**src/rtl/rv_pkg.sv**
```systemverilog
// Shared types and constants for the instruction fetch stage and its prefetch queue.
package rv_pkg;

    localparam int IF_XLEN = 32;

    localparam logic [6:0] OP_R      = 7'b0110011;
    localparam logic [6:0] OP_LOAD   = 7'b0000011;
    localparam logic [6:0] OP_IMM    = 7'b0010011;
    localparam logic [6:0] OP_JALR   = 7'b1100111;
    localparam logic [6:0] OP_STORE  = 7'b0100011;
    localparam logic [6:0] OP_JAL    = 7'b1101111;
    localparam logic [6:0] OP_BRANCH = 7'b1100011;
    localparam logic [6:0] OP_LUI    = 7'b0110111;

    typedef enum logic [1:0] {
        ST_BOOT,
        ST_FETCH,
        ST_FLUSH
    } fetch_state_t;

    typedef struct packed {
        logic [IF_XLEN-1:0] pc;
        logic [IF_XLEN-1:0] inst;
    } fetch_entry_t;

    // True for the opcodes the downstream decode controller implements.
    function automatic logic opcode_supported(input logic [6:0] op);
        logic ok;
        case (op)
            OP_R, OP_LOAD, OP_IMM, OP_JALR,
            OP_STORE, OP_JAL, OP_BRANCH, OP_LUI: ok = 1'b1;
            default:                             ok = 1'b0;
        endcase
        return ok;
    endfunction

endpackage

```
**src/rtl/fetch_fifo.sv**
```systemverilog
// In-order prefetch queue of {pc, inst} entries; flush empties it in one cycle.
module fetch_fifo
    import rv_pkg::*;
#(
    parameter  int DEPTH = 2,
    localparam int PTR_W = $clog2(DEPTH),
    localparam int CNT_W = $clog2(DEPTH + 1)
) (
    input  logic             clk,
    input  logic             rst,
    input  logic             flush,
    input  logic             push,
    input  fetch_entry_t     push_data,
    input  logic             pop,
    output fetch_entry_t     head,
    output logic             empty,
    output logic [CNT_W-1:0] count
);

    fetch_entry_t     mem_q [DEPTH];
    fetch_entry_t     mem_d [DEPTH];
    logic [PTR_W-1:0] rd_ptr_q, rd_ptr_d;
    logic [PTR_W-1:0] wr_ptr_q, wr_ptr_d;
    logic [CNT_W-1:0] count_q, count_d;
    logic             pop_ok;

    assign empty  = (count_q == '0);
    assign pop_ok = pop && !empty;
    assign head   = mem_q[rd_ptr_q];
    assign count  = count_q;

    // DEPTH is a power of two, so pointers wrap naturally.
    always_comb begin
        mem_d    = mem_q;
        rd_ptr_d = rd_ptr_q;
        wr_ptr_d = wr_ptr_q;
        count_d  = count_q;
        if (flush) begin
            rd_ptr_d = '0;
            wr_ptr_d = '0;
            count_d  = '0;
        end else begin
            if (push) begin
                mem_d[wr_ptr_q] = push_data;
                wr_ptr_d        = wr_ptr_q + PTR_W'(1);
            end
            if (pop_ok) begin
                rd_ptr_d = rd_ptr_q + PTR_W'(1);
            end
            count_d = count_q + CNT_W'(push) - CNT_W'(pop_ok);
        end
    end

    always_ff @(posedge clk or negedge rst) begin
        if (!rst) begin
            for (int i = 0; i < DEPTH; i++) begin
                mem_q[i] <= '0;
            end
            rd_ptr_q <= '0;
            wr_ptr_q <= '0;
            count_q  <= '0;
        end else begin
            for (int i = 0; i < DEPTH; i++) begin
                mem_q[i] <= mem_d[i];
            end
            rd_ptr_q <= rd_ptr_d;
            wr_ptr_q <= wr_ptr_d;
            count_q  <= count_d;
        end
    end

endmodule

```
**src/rtl/instr_fetch.sv**
```systemverilog
// Instruction fetch stage: PC, imem request/grant/response handling, prefetch queue, redirect flush.
// Define IFETCH_ILLEGAL_CHECK_EN to flag unsupported opcodes on the head instruction.
module instr_fetch
    import rv_pkg::*;
#(
    parameter int               XLEN     = IF_XLEN,
    parameter int               DEPTH    = 2,
    parameter logic [XLEN-1:0]  RESET_PC = '0
) (
    input  logic            clk,
    input  logic            rst,
    output logic            imem_req,
    output logic [XLEN-1:0] imem_addr,
    input  logic            imem_gnt,
    input  logic            imem_rvalid,
    input  logic [XLEN-1:0] imem_rdata,
    input  logic            redirect,
    input  logic [XLEN-1:0] redirect_pc,
    output logic            inst_valid,
    input  logic            inst_ready,
    output logic [XLEN-1:0] inst,
    output logic [XLEN-1:0] inst_pc,
    output logic [6:0]      opcod,
    output logic [2:0]      func3,
    output logic [6:0]      func7,
    output logic            illegal
);

    localparam int CNT_W = $clog2(DEPTH + 1);

    fetch_state_t     state_q, state_d;
    logic [XLEN-1:0]  fetch_pc_q, fetch_pc_d;
    logic [XLEN-1:0]  resp_pc_q, resp_pc_d;
    logic [CNT_W-1:0] outstanding_q, outstanding_d;
    logic [CNT_W-1:0] discard_q, discard_d;

    logic             fifo_push;
    logic             fifo_flush;
    logic             fifo_pop;
    logic             fifo_empty;
    logic [CNT_W-1:0] fifo_count;
    fetch_entry_t     fifo_wdata;
    fetch_entry_t     fifo_head;

    logic [CNT_W:0]   occupancy;
    logic             issue_ok;
    logic             grant;
    logic             resp_ok;
    logic [CNT_W-1:0] remaining;
    logic [XLEN-1:0]  target_pc;

    // Slots are reserved at issue time, so a granted word always has room when it returns.
    assign occupancy = {1'b0, fifo_count} + {1'b0, outstanding_q};
    assign issue_ok  = (state_q == ST_FETCH) && (occupancy < (CNT_W + 1)'(DEPTH));
    assign imem_req  = issue_ok && !redirect;
    assign imem_addr = fetch_pc_q;
    assign grant     = imem_req && imem_gnt;
    assign resp_ok   = imem_rvalid && (outstanding_q != '0);
    assign remaining = outstanding_q - CNT_W'(resp_ok);
    assign target_pc = {redirect_pc[XLEN-1:2], 2'b00};

    assign fifo_pop   = inst_valid && inst_ready;
    assign fifo_wdata = '{pc: resp_pc_q, inst: imem_rdata};

    always_comb begin
        state_d       = state_q;
        fetch_pc_d    = fetch_pc_q;
        resp_pc_d     = resp_pc_q;
        outstanding_d = outstanding_q;
        discard_d     = discard_q;
        fifo_push     = 1'b0;
        fifo_flush    = 1'b0;
        case (state_q)
            ST_BOOT: begin
                state_d = ST_FETCH;
            end
            ST_FETCH: begin
                if (grant) begin
                    fetch_pc_d = fetch_pc_q + XLEN'(4);
                end
                if (resp_ok) begin
                    fifo_push = 1'b1;
                    resp_pc_d = resp_pc_q + XLEN'(4);
                end
                outstanding_d = remaining + CNT_W'(grant);
            end
            ST_FLUSH: begin
                outstanding_d = remaining;
                discard_d     = discard_q - CNT_W'(resp_ok);
                if (discard_d == '0) begin
                    state_d = ST_FETCH;
                end
            end
            default: begin
                state_d = ST_BOOT;
            end
        endcase

        // Redirect overrides everything above; words still in flight belong to the old path.
        if (redirect && (state_q != ST_BOOT)) begin
            fifo_push     = 1'b0;
            fifo_flush    = 1'b1;
            fetch_pc_d    = target_pc;
            resp_pc_d     = target_pc;
            outstanding_d = remaining;
            discard_d     = remaining;
            state_d       = (remaining != '0) ? ST_FLUSH : ST_FETCH;
        end
    end

    always_ff @(posedge clk or negedge rst) begin
        if (!rst) begin
            state_q       <= ST_BOOT;
            fetch_pc_q    <= RESET_PC & ~XLEN'(3);
            resp_pc_q     <= RESET_PC & ~XLEN'(3);
            outstanding_q <= '0;
            discard_q     <= '0;
        end else begin
            state_q       <= state_d;
            fetch_pc_q    <= fetch_pc_d;
            resp_pc_q     <= resp_pc_d;
            outstanding_q <= outstanding_d;
            discard_q     <= discard_d;
        end
    end

    fetch_fifo #(
        .DEPTH (DEPTH)
    ) u_fifo (
        .clk       (clk),
        .rst       (rst),
        .flush     (fifo_flush),
        .push      (fifo_push),
        .push_data (fifo_wdata),
        .pop       (fifo_pop),
        .head      (fifo_head),
        .empty     (fifo_empty),
        .count     (fifo_count)
    );

    assign inst_valid = !fifo_empty;
    assign inst       = fifo_head.inst;
    assign inst_pc    = fifo_head.pc;
    assign opcod      = fifo_head.inst[6:0];
    assign func3      = fifo_head.inst[14:12];
    assign func7      = fifo_head.inst[31:25];

`ifdef IFETCH_ILLEGAL_CHECK_EN
    assign illegal = inst_valid && !opcode_supported(opcod);
`else
    assign illegal = 1'b0;
`endif

endmodule

```
**config.mk**
```make
export PLATFORM = sky130hd
export DESIGN_NAME = instr_fetch
export DESIGN_NICKNAME = d
export VERILOG_FILES = /design/src/rtl/rv_pkg.sv /design/src/rtl/fetch_fifo.sv /design/src/rtl/instr_fetch.sv
export SDC_FILE = /design/constraint.sdc
export NUM_CORES = 1
export LEC_CHECK = 0
export BUFFER_PORTS_ARGS = -buffer_cell sky130_fd_sc_hd__buf_2
export CORE_MARGIN = 2
export CORE_UTILIZATION = 56
export CTS_CLUSTER_DIAMETER = 50
export DETAILED_ROUTE_END_ITERATION = 16
export GPL_ROUTABILITY_DRIVEN = 0
export PLACE_DENSITY_LB_ADDON = 0.2
export SLEW_MARGIN = 40
export SYNTH_ARGS = -nofsm -noshare
export SYNTH_HDL_FRONTEND = slang
export SYNTH_SLANG_ARGS = --single-unit
export TNS_END_PERCENT = 20
```
**constraint.sdc**
```tcl
create_clock -name clk -period 3.6 [get_ports clk]
set_input_delay 0.72 -clock clk [delete_from_list [all_inputs] [get_ports clk]]
set_output_delay 0.72 -clock clk [all_outputs]
set_load 0.02 [all_outputs]
```
==> impl_metrics.tcl <==
set metrics [dict create \
    outcome "finished clean" \
    synthArstFlopShare 1.000 \
    synth_edf_count 0 \
    antenna_found_initial 0 \
    path_max_fanout 23 \
    required_ns 3.94 \
    rsz0062_at_grt "false" \
    syn-cell-area_um2 9704 \
    synth_area_leader_cell "dfrtp_1" \
    drc_errors 0 \
    finalCritPeriodShare 0.9194 \
    worstSetupEndpointType "register" \
    slowest_stage "or4_4" \
    yosysSeqAreaShare 0.5003 \
    critical_path.startpoint "outstanding_q[0]$_DFFE_PN0P_" \
    cts_buffers 17 \
    clock.fmax_mhz 302.1 \
    htree_num_levels 4 \
    setup-tns-final_ns 0 \
    viasPerCell 5.808 \
    tightest_slew_ns 0.7640 \
    cts_root_buffer "clkbuf_16" \
    clock_sinks 194 \
    dpl_cell_area_um2 10660 \
    cp_cell_sequence "inv_1 -> nor2_1 -> fa_1 -> or4b_1 -> or4_4 -> or4_1 -> a211oi_1" \
    die_w_um 135.6 \
    first_iter_violations 507 \
    cts_resized 0 \
    antennaDiodeCount 0 \
    slowest_delay_ns 0.70 \
    powerDensity_nw_per_um2 971.8 \
    io_buffers 178 \
    stdcell_area_um2 11270 \
    nets 1064 \
    vias 7092 \
    synth_warnings 0 \
    holdCritPathClass "in -> async" \
    first_global_vias 6751 \
    design.portCount 186 \
    drive_above_1_share 0.4187 \
    cts_tree "done" \
    synth_top_area_share 0.5003 \
    grt_pass1_wl_um 33420 \
    clk_latency_ns 0.42 \
    cts_setup_buffers 0 \
    synth_most_common_cell "dfrtp_1" \
    start_util 0.5670 \
    ant_nets 0 \
    hold_viol 0 \
    rr_worst_depth 7 \
    final.min_clock_period_ns 3.310 \
    grt_max_degree 65 \
    hpwl_um 14110 \
    wl_per_cell_um 16.83 \
    syn_area_per_cell_um2 11.46 \
    cts_hold_buf 0 \
    netlist-cell-type-count 45 \
    crit_type "reg -> reg" \
    synthTopCellsByArea "dfrtp_1 50%, mux2_2 22%, nor2_1 2.1%, a31oi_1 2.0%, buf_4 1.7%" \
    core_um2 17120 \
    rows 48 \
    vdd.ir_drop.worst_v 0.0004393 \
    die_area_um2 18400 \
    ys.flop_type "dfrtp_1" \
    die_y_um 135.6 \
    dr.pass1.iters 5 \
    overflow 0 \
    r2r_start "outstanding_q[0]$_DFFE_PN0P_" \
    path_clk_slew_ns 0.07 \
    maxSlewHeadroom 0.4891 \
    clock_path_buffers 2 \
    track_usage 0.2281 \
    skew_ns 0.009230 \
    drt_wl_total_um 20550 \
    syn_to_final_growth_pct 16.17 \
    maxCapViolations 0 \
    synth-seq-cells 194 \
    synth_commonest_cells "194 x dfrtp_1, 186 x mux2_2, 53 x nor2_1, 31 x a31oi_1, 31 x clkbuf_1" \
    leakagePower_uw 0.005008 \
    fill_cells 1333 \
    setup_viol 0 \
    cp-start-kind "register" \
    crit_arrival_ns 3.65 \
    slew_violations 0 \
    syn_inst 847 \
]
per-layer routing:
layer | global-route usage | up-vias | part of all wire | wire length, um
met5 | 0 | - | 0 | 0
met4 | 0.06713 | 0 | 0.015 | 302
met3 | 0.03517 | 23 | 0.053 | 1098
met2 | 0.3555 | 211 | 0.46 | 9407
met1 | 0.3326 | 3498 | 0.47 | 9746
li1 | - | 3360 | - | -
placed cells by master, fill, tap and decap left out, types with 5 or more instances in the layout:
cell type | netlist | routed
nand2_1 | 28 | 27
mux2_2 | 186 | 186
and4_1 | 5 | 5
o31ai_1 | 14 | 14
o21ai_0 | 22 | 22
a21oi_1 | 25 | 25
clkbuf_16 | 0 | 17
or4_1 | 22 | 22
a31oi_1 | 31 | 31
buf_4 | 22 | 6
nor3_1 | 13 | 12
conb_1 | 1 | 5
a211oi_1 | 12 | 12
or3_1 | 15 | 15
inv_1 | 19 | 19
dfrtp_1 | 194 | 193
and2_1 | 5 | 5
and3_1 | 11 | 11
nor4_1 | 9 | 9
nand4_1 | 20 | 20
nand3_1 | 20 | 20
xnor2_1 | 18 | 18
ha_1 | 10 | 10
xor2_1 | 6 | 6
buf_2 | 15 | 178
nor2_1 | 53 | 53
metrics by stage:
step	util	std cells	power [uW]	setup slack [ns]	hold WS, ns
6_report	0.6586	1221	10960	0.2901	0.2414
5_1_grt	0.6586	1221	11670	0.1302	0.2641
4_1_cts	0.6586	1221	11020	0.2855	0.2516
3_5_place_dp	0.6230	1189	9052	0.2933	0.4873
3_3_place_gp	0.6227	1188	8906	0.3759	0.4805
2_1_floorplan	-	851	7687	0.6136	0.4244
worst paths after layout:
check | to | slack, ns
worst max-delay path | imem_addr[27]$_DFFE_PN0P_ | 0.29
worst min-delay path | u_fifo.mem_q[6]$_DFFE_PN0P_ | 0.24
worst max register to register | imem_addr[27]$_DFFE_PN0P_ | 0.29
worst min register to register | u_fifo.mem_q[8]$_DFFE_PN0P_ | 0.50
max in group asynchronous | u_fifo.mem_q[93]$_DFFE_PN0P_ | 2.47
min in group clk | u_fifo.mem_q[8]$_DFFE_PN0P_ | 0.50
final cells by class:
class	count	area, um^2	share of cell area
inverters	19	71.32	0.006326
multi-input cells	562	4424	0.3925
repair buffers	189	1030	0.09134
clock buffers	20	456.7	0.04051
flip-flops and latches	194	4856	0.4307
well taps	225	281.5	0.02497
clock inverters	12	153.9	0.01365
power by group:
part	total (uW)	switching, uW	internal, uW
Sequential	4150	928	3220
Clock	1940	810	1130
Combinational	4870	2670	2190
kinds of logic (layout without fill, tap and decap cells):
logic type                 Yosys count  count (layout)  synth area share
and+or+nand+nor                    212             212            0.1175
DFF                                194             194            0.5003
muxes                              190             190            0.2200
AOI/OAI and AO/OA                  120             120           0.07814
buffers and inverters               95             240           0.04719
xor gates and xnor gates            24              24           0.02166
adders and majority gates           11              11           0.01496
other                                1               5         0.0003864
registers in the layout (all words and copies together) (netlist names):
register,flops
discard_q,2
imem_addr,30
outstanding_q,2
resp_pc_q,30
state_q,2
u_fifo.count,2
u_fifo.mem_q,124
u_fifo.rd_ptr_q,1
u_fifo.wr_ptr_q,1
critical path, delay by kind of cell, from the launching register on:
kind,cells,cell delay [ns]
flops,1,0.44
simple gates,4,2.03
compound gates,1,0.24
fa+ha+maj,1,0.42
buf+inv,1,0.09
No activity file was read; power rests on OpenSTA's default activity.
